[config.mk]
export PLATFORM = sky130hd
export DESIGN_NAME = gray_fifo_wr_ctrl_flat
export DESIGN_NICKNAME = d
export VERILOG_FILES = /design/src/rtl/gray_fifo_wr_ctrl_if.sv /design/src/rtl/gray_fifo_wr_ctrl.sv /design/src/flat_wrapper.sv
export SDC_FILE = /design/constraint.sdc
export NUM_CORES = 1
export LEC_CHECK = 0
export BUFFER_PORTS_ARGS = -buffer_cell sky130_fd_sc_hd__buf_2
export CORE_MARGIN = 3
export CORE_UTILIZATION = 25
export CTS_CLUSTER_SIZE = 14
export DETAILED_ROUTE_END_ITERATION = 7
export PLACE_DENSITY = 0.49
export RECOVER_POWER = 25
export SLEW_MARGIN = 20
export SYNTH_ARGS = -nofsm -noshare
export SYNTH_HDL_FRONTEND = slang
export SYNTH_SLANG_ARGS = --single-unit
export TNS_END_PERCENT = 10
[constraint.sdc]
create_clock -name clk_in -period 3.3 [get_ports clk_in]
set_input_delay 0.66 -clock clk_in [delete_from_list [all_inputs] [get_ports clk_in]]
set_output_delay 0.66 -clock clk_in [all_outputs]
set_load 0.05 [all_outputs]
[src/rtl/gray_fifo_wr_ctrl_if.sv]
// Write-request handshake and RAM write port between the producer, the
// write-side FIFO pointer controller and the FIFO storage.
interface gray_fifo_wr_ctrl_if #(
  parameter int ADDR_WIDTH = 4
);
  // Handshake: a write transfers on a rising edge where wr_req & wr_ready and the
  // controller is out of reset; ram_we is high exactly then, ram_waddr is the slot.
  logic                  wr_req;
  logic                  wr_ready;
  logic                  ram_we;
  logic [ADDR_WIDTH-1:0] ram_waddr;

  modport master (output wr_req, input wr_ready, input ram_we, input ram_waddr);
  modport slave  (input wr_req, output wr_ready, output ram_we, output ram_waddr);
endinterface

[src/rtl/gray_fifo_wr_ctrl.sv]
// Write-side pointer controller for a dual-clock FIFO: binary write pointer,
// registered Gray export, occupancy/full flags against a synchronized read pointer.

module b2g_converter #(
  parameter int W = 5
) (
  input  logic [W-1:0] bin_val,
  output logic [W-1:0] gray_val
);
  assign gray_val = bin_val ^ (bin_val >> 1);
endmodule

module g2b_converter #(
  parameter int W = 5
) (
  input  logic [W-1:0] gray_val,
  output logic [W-1:0] bin_val
);
  // Each binary bit is the XOR of all Gray bits at or above it.
  for (genvar i = 0; i < W; i++) begin : g_bit
    assign bin_val[i] = ^gray_val[W-1:i];
  end
endmodule

module gray_fifo_wr_ctrl #(
  parameter int ADDR_WIDTH      = 4,
  parameter int ALMOST_FULL_LVL = 12
) (
  input  logic                  clk_in,
  input  logic                  reset,
  gray_fifo_wr_ctrl_if.slave    wr,
  output logic [ADDR_WIDTH:0]   wptr_gray,
  input  logic [ADDR_WIDTH:0]   rptr_gray_sync,
  output logic [ADDR_WIDTH:0]   level,
  output logic                  almost_full,
  output logic                  full,
  output logic                  overflow,
  input  logic                  clear_overflow,
  output logic                  ptr_error
);
  localparam int              PW      = ADDR_WIDTH + 1;
  localparam int              DEPTH   = 1 << ADDR_WIDTH;
  localparam logic [PW-1:0]   DEPTH_P = PW'(DEPTH);
  localparam logic [PW-1:0]   AF_P    = PW'(ALMOST_FULL_LVL);

  logic [PW-1:0] wptr_bin;
  logic [PW-1:0] wptr_next;
  logic [PW-1:0] wptr_next_gray;
  logic [PW-1:0] rptr_bin;
  logic [PW-1:0] occ;
  logic          accept;

  b2g_converter #(.W(PW)) u_b2g (
    .bin_val  (wptr_next),
    .gray_val (wptr_next_gray)
  );

  g2b_converter #(.W(PW)) u_g2b (
    .gray_val (rptr_gray_sync),
    .bin_val  (rptr_bin)
  );

  // Occupancy is computed from the post-accept pointer so the flags already
  // account for the write landing on this edge.
  always_comb begin
    accept    = wr.wr_req & ~full & ~reset;
    wptr_next = wptr_bin + PW'(accept);
    occ       = wptr_next - rptr_bin;
  end

  assign wr.wr_ready  = ~full;
  assign wr.ram_we    = accept;
  assign wr.ram_waddr = wptr_bin[ADDR_WIDTH-1:0];

  always_ff @(posedge clk_in) begin
    if (reset) begin
      wptr_bin    <= '0;
      wptr_gray   <= '0;
      level       <= '0;
      full        <= 1'b0;
      almost_full <= 1'b0;
      overflow    <= 1'b0;
      ptr_error   <= 1'b0;
    end else begin
      wptr_bin    <= wptr_next;
      wptr_gray   <= wptr_next_gray;
      level       <= occ;
      // An impossible occupancy (corrupt read pointer) also blocks writes.
      full        <= (occ >= DEPTH_P);
      almost_full <= (occ >= AF_P);
      if (occ > DEPTH_P) begin
        ptr_error <= 1'b1;
      end
      if (wr.wr_req & full) begin
        overflow <= 1'b1;
      end else if (clear_overflow) begin
        overflow <= 1'b0;
      end
    end
  end

  a_no_write_when_full: assert property (@(posedge clk_in) disable iff (reset)
    full |-> !wr.ram_we);

  a_gray_holds_when_idle: assert property (@(posedge clk_in) disable iff (reset)
    !wr.ram_we |=> $stable(wptr_gray));
endmodule

[src/flat_wrapper.sv]
// flat-port wrapper written by rule: the top's interface ports become plain ports
module gray_fifo_wr_ctrl_flat 
#(
  parameter int ADDR_WIDTH      = 4,
  parameter int ALMOST_FULL_LVL = 12
)
  (clk_in, reset, wptr_gray, rptr_gray_sync, level, almost_full, full, overflow, clear_overflow, ptr_error, wr_wr_req, wr_wr_ready, wr_ram_we, wr_ram_waddr);
  gray_fifo_wr_ctrl_if #(.ADDR_WIDTH(ADDR_WIDTH)) wr_i ();
  input  logic clk_in;
  input  logic reset;
  output logic [ADDR_WIDTH:0] wptr_gray;
  input  logic [ADDR_WIDTH:0] rptr_gray_sync;
  output logic [ADDR_WIDTH:0] level;
  output logic almost_full;
  output logic full;
  output logic overflow;
  input  logic clear_overflow;
  output logic ptr_error;
  input wire logic [$bits(wr_i.wr_req)-1:0] wr_wr_req;
  output wire logic [$bits(wr_i.wr_ready)-1:0] wr_wr_ready;
  output wire logic [$bits(wr_i.ram_we)-1:0] wr_ram_we;
  output wire logic [$bits(wr_i.ram_waddr)-1:0] wr_ram_waddr;
  assign wr_i.wr_req = wr_wr_req;
  assign wr_wr_ready = wr_i.wr_ready;
  assign wr_ram_we = wr_i.ram_we;
  assign wr_ram_waddr = wr_i.ram_waddr;
  gray_fifo_wr_ctrl #(.ADDR_WIDTH(ADDR_WIDTH), .ALMOST_FULL_LVL(ALMOST_FULL_LVL)) u_core (.clk_in(clk_in), .reset(reset), .wr(wr_i), .wptr_gray(wptr_gray), .rptr_gray_sync(rptr_gray_sync), .level(level), .almost_full(almost_full), .full(full), .overflow(overflow), .clear_overflow(clear_overflow), .ptr_error(ptr_error));
endmodule
==> results.cfg <==
[cts]
cts_max_level = 1
cts_tree = yes
clock_sinks = 18
clk_path_buf_depth = 2
root_buffer = clkbuf_8
cts_buffers = 3
clk_pin_slew_worst_paths_ps = 70
cts_setup_buffers = 0
ctsHoldBuffers = 0
clk_latency_ps = 250
cts_resized = 0

[sta]
hold_viol = 0
drv_slew = 0
post-route-period-util = 0.858
whs_ps = 480
fin_skew_ps = 0.863
slew_headroom = 0.494
rsz0062_at_grt = false
finalSetupViolCount = 0
finalWorstSetupSlack_ps = 469
clock.fmax_mhz = 353
finalSetupTns_ps = 0
layout_min_cycle_time_ps = 2830
tightest_slew_ps = 759

[global_routing]
grt_max_degree = 19
grt_use_total = 0.0958
grt_pass1_wl_microns = 3750
grt.overflow.total = 0
antenna_found_initial = 0
first_global_vias = 794

[worst_setup_path]
crit_chain = buf_2 -> xor3_2 -> xnor2_1 -> xnor2_1 -> ha_1 -> inv_1 -> ha_4 -> nor3_2 -> a211oi_2 -> xnor2_1 -> nor4b_2 -> a221oi_2
cp_common_cell = xnor2_1
cpMaxStageDelayCell = xor3_2
cp_num_buf_inv = 2
criticalPathCategory = primary input to flop
cp_top_family = XOR/XNOR gates
crit_path_start_kind = primary input
critical_path_required_ps = 3400
max_stage_delay_ps = 460
cp.arrival_ps = 2930
cp_max_fo = 4
crit_path_end_kind = flop

[yosys]
synthMuxAreaShare = 0.00991
synth_area_leaders = dfxtp_1 (36%), xnor2_1 (14%), ha_1 (7.4%)
ys_ff_latch = 18
synth_cells = 103
yosys_warnings = 0
synthesis.area_sq_um = 1010
yosysTopAreaCellShare = 0.357
avgSynthCellArea_sq_um = 9.80
synth_compound_area_frac = 0.0669
syn_nets = 118
yosys.area.top_type = dfxtp_1
synth_top_family_by_area = XOR/XNOR gates
synth_cell_types = 29
synthAdderAreaFrac = 0.0743
synth_xor_area_frac = 0.278
seq_area_frac_synth = 0.357
yosys.area_share.simple = 0.173

[die]
initial_core_util = 0.268
row_count = 22
fp.dieArea_sq_um = 4840
die_y_microns = 69.6
io_pins = 29
dieWidth_microns = 69.6
coreArea_sq_um = 3770

[placed_design]
placement.io_buffers = 28
dpl_worst_slack_ps = 231
placed_cell_area_sq_um = 1270
dp_hpwl_microns = 1660
gp_congestion = 0.760

[layout]
final.fill_count = 412
diodes = 0
drive_above_1_share = 0.289
final_area_sq_um = 1320
layout.nets = 151
area_growth_pct = 30.5

[run]
drv_cap = 0

[drt]
via_per_inst = 4.18
via_count = 765
finalWirelength_microns = 2120
drc_errors = 0
antenna_left = 0
drt-initial-drc-count = 24
drt-wirelength-per-cell_microns = 11.6
firstDrtPassIters = 4

[worst_hold_path]
hp-class = flop to flop

[pwr]
powerDensity_nw_per_um2 = 543
ir_drop_v = 0.000327
total_power_mw = 0.716
power_leakage_nw = 0.585

[run_status]
status = completed
## cells by family (layout without fill, tap and decap cells)
| group | count (synthesis) | in the layout |
|---|---|---|
| buffers and inverters | 11 | 43 |
| and+or+nand+nor | 34 | 34 |
| AOI/OAI and AO/OA | 9 | 9 |
| adders and majority gates | 6 | 6 |
| muxes | 1 | 1 |
| xor gates and xnor gates | 24 | 24 |
| DFF | 18 | 18 |
## final timing paths
path	from	end	slack [ps]	cells after the start
worst min register to register	u_core.overflow	u_core.overflow	480	2
worst min-delay path	u_core.overflow	u_core.overflow	480	2
worst max register to register	u_core.full	u_core.ptr_error	820	11
worst max-delay path	rptr_gray_sync[4]	u_core.ptr_error	470	12
## routing by layer
| metal | global-route usage | vias to the layer above | share of wire |
|---|---|---|---|
| met3 | 0.0391 | 2 | 0.066 |
| met5 | 0 | - | 0 |
| met1 | 0.122 | 337 | 0.50 |
| met2 | 0.151 | 23 | 0.43 |
| met4 | 0.0195 | 0 | 0.0028 |
| li1 | - | 403 | - |
## synth_stat cells (all sizes together)
cell type,instances
xor3,1
a21oi,3
nor4b,1
and3,3
o21ai,1
xor2,4
o221ai,1
nor2,15
inv,8
mux2i,1
buf,1
nand3,2
nand2,2
and2,1
ha,6
xnor2,17
dfxtp,18
clkbuf,2
nand2b,2
nor3b,2
nor3,3
a32o,1
xnor3,2
nor2b,3
a31oi,1
a211oi,1
a221oi,1
## tightest hold or removal path, delay by kind of cell (launching register included)
kind | cells | cell delay (ps)
compound gates | 1 | 50
simple gates | 1 | 60
flops | 1 | 320
## final cells by class
type                    count  area [sq um]  area share
clock buffers               4          55.1      0.0418
inverters                   8          30.0      0.0228
multi-input cells          74           662       0.502
flip-flops and latches     18           360       0.274
well taps                  48          60.1      0.0456
repair buffers             31           150       0.114
## state kept, by name, summed over array words and instances (netlist names)
register and cells:
u_core.almost_full 1, u_core.full 1, u_core.level 5, u_core.overflow 1, u_core.ptr_error 1, u_core.wptr_bin 5, u_core.wptr_gray 4
## power by group
part	total, mW	internal [mW]	switching [mW]	leakage (nW)
Combinational	0.286	0.104	0.182	0.408
Clock	0.180	0.106	0.0740	0.0288
Sequential	0.250	0.240	0.0104	0.148
## placed cells by master, fill, tap and decap left out, drive strengths merged, types with 2 or more instances in the layout
master and count:
nand2 2, dfxtp 18, xnor3 2, inv 8, nor2b 3, clkbuf 12
a21oi 3, xnor2 17, nor2 15, and3 3, nand3 2, nand2b 2
nor3 3, buf 23, ha 6, xor2 4, nor3b 2
## stage by stage
| stage | instances | utilization |
|---|---|---|
| after floorplan | 103 | - |
| after detailed placement | 179 | 0.338 |
| final | 183 | 0.349 |
| after global placement | 179 | 0.338 |
| after CTS | 183 | 0.353 |
| after global routing | 183 | 0.349 |
Note: power is estimated with default switching activity, not from simulation.
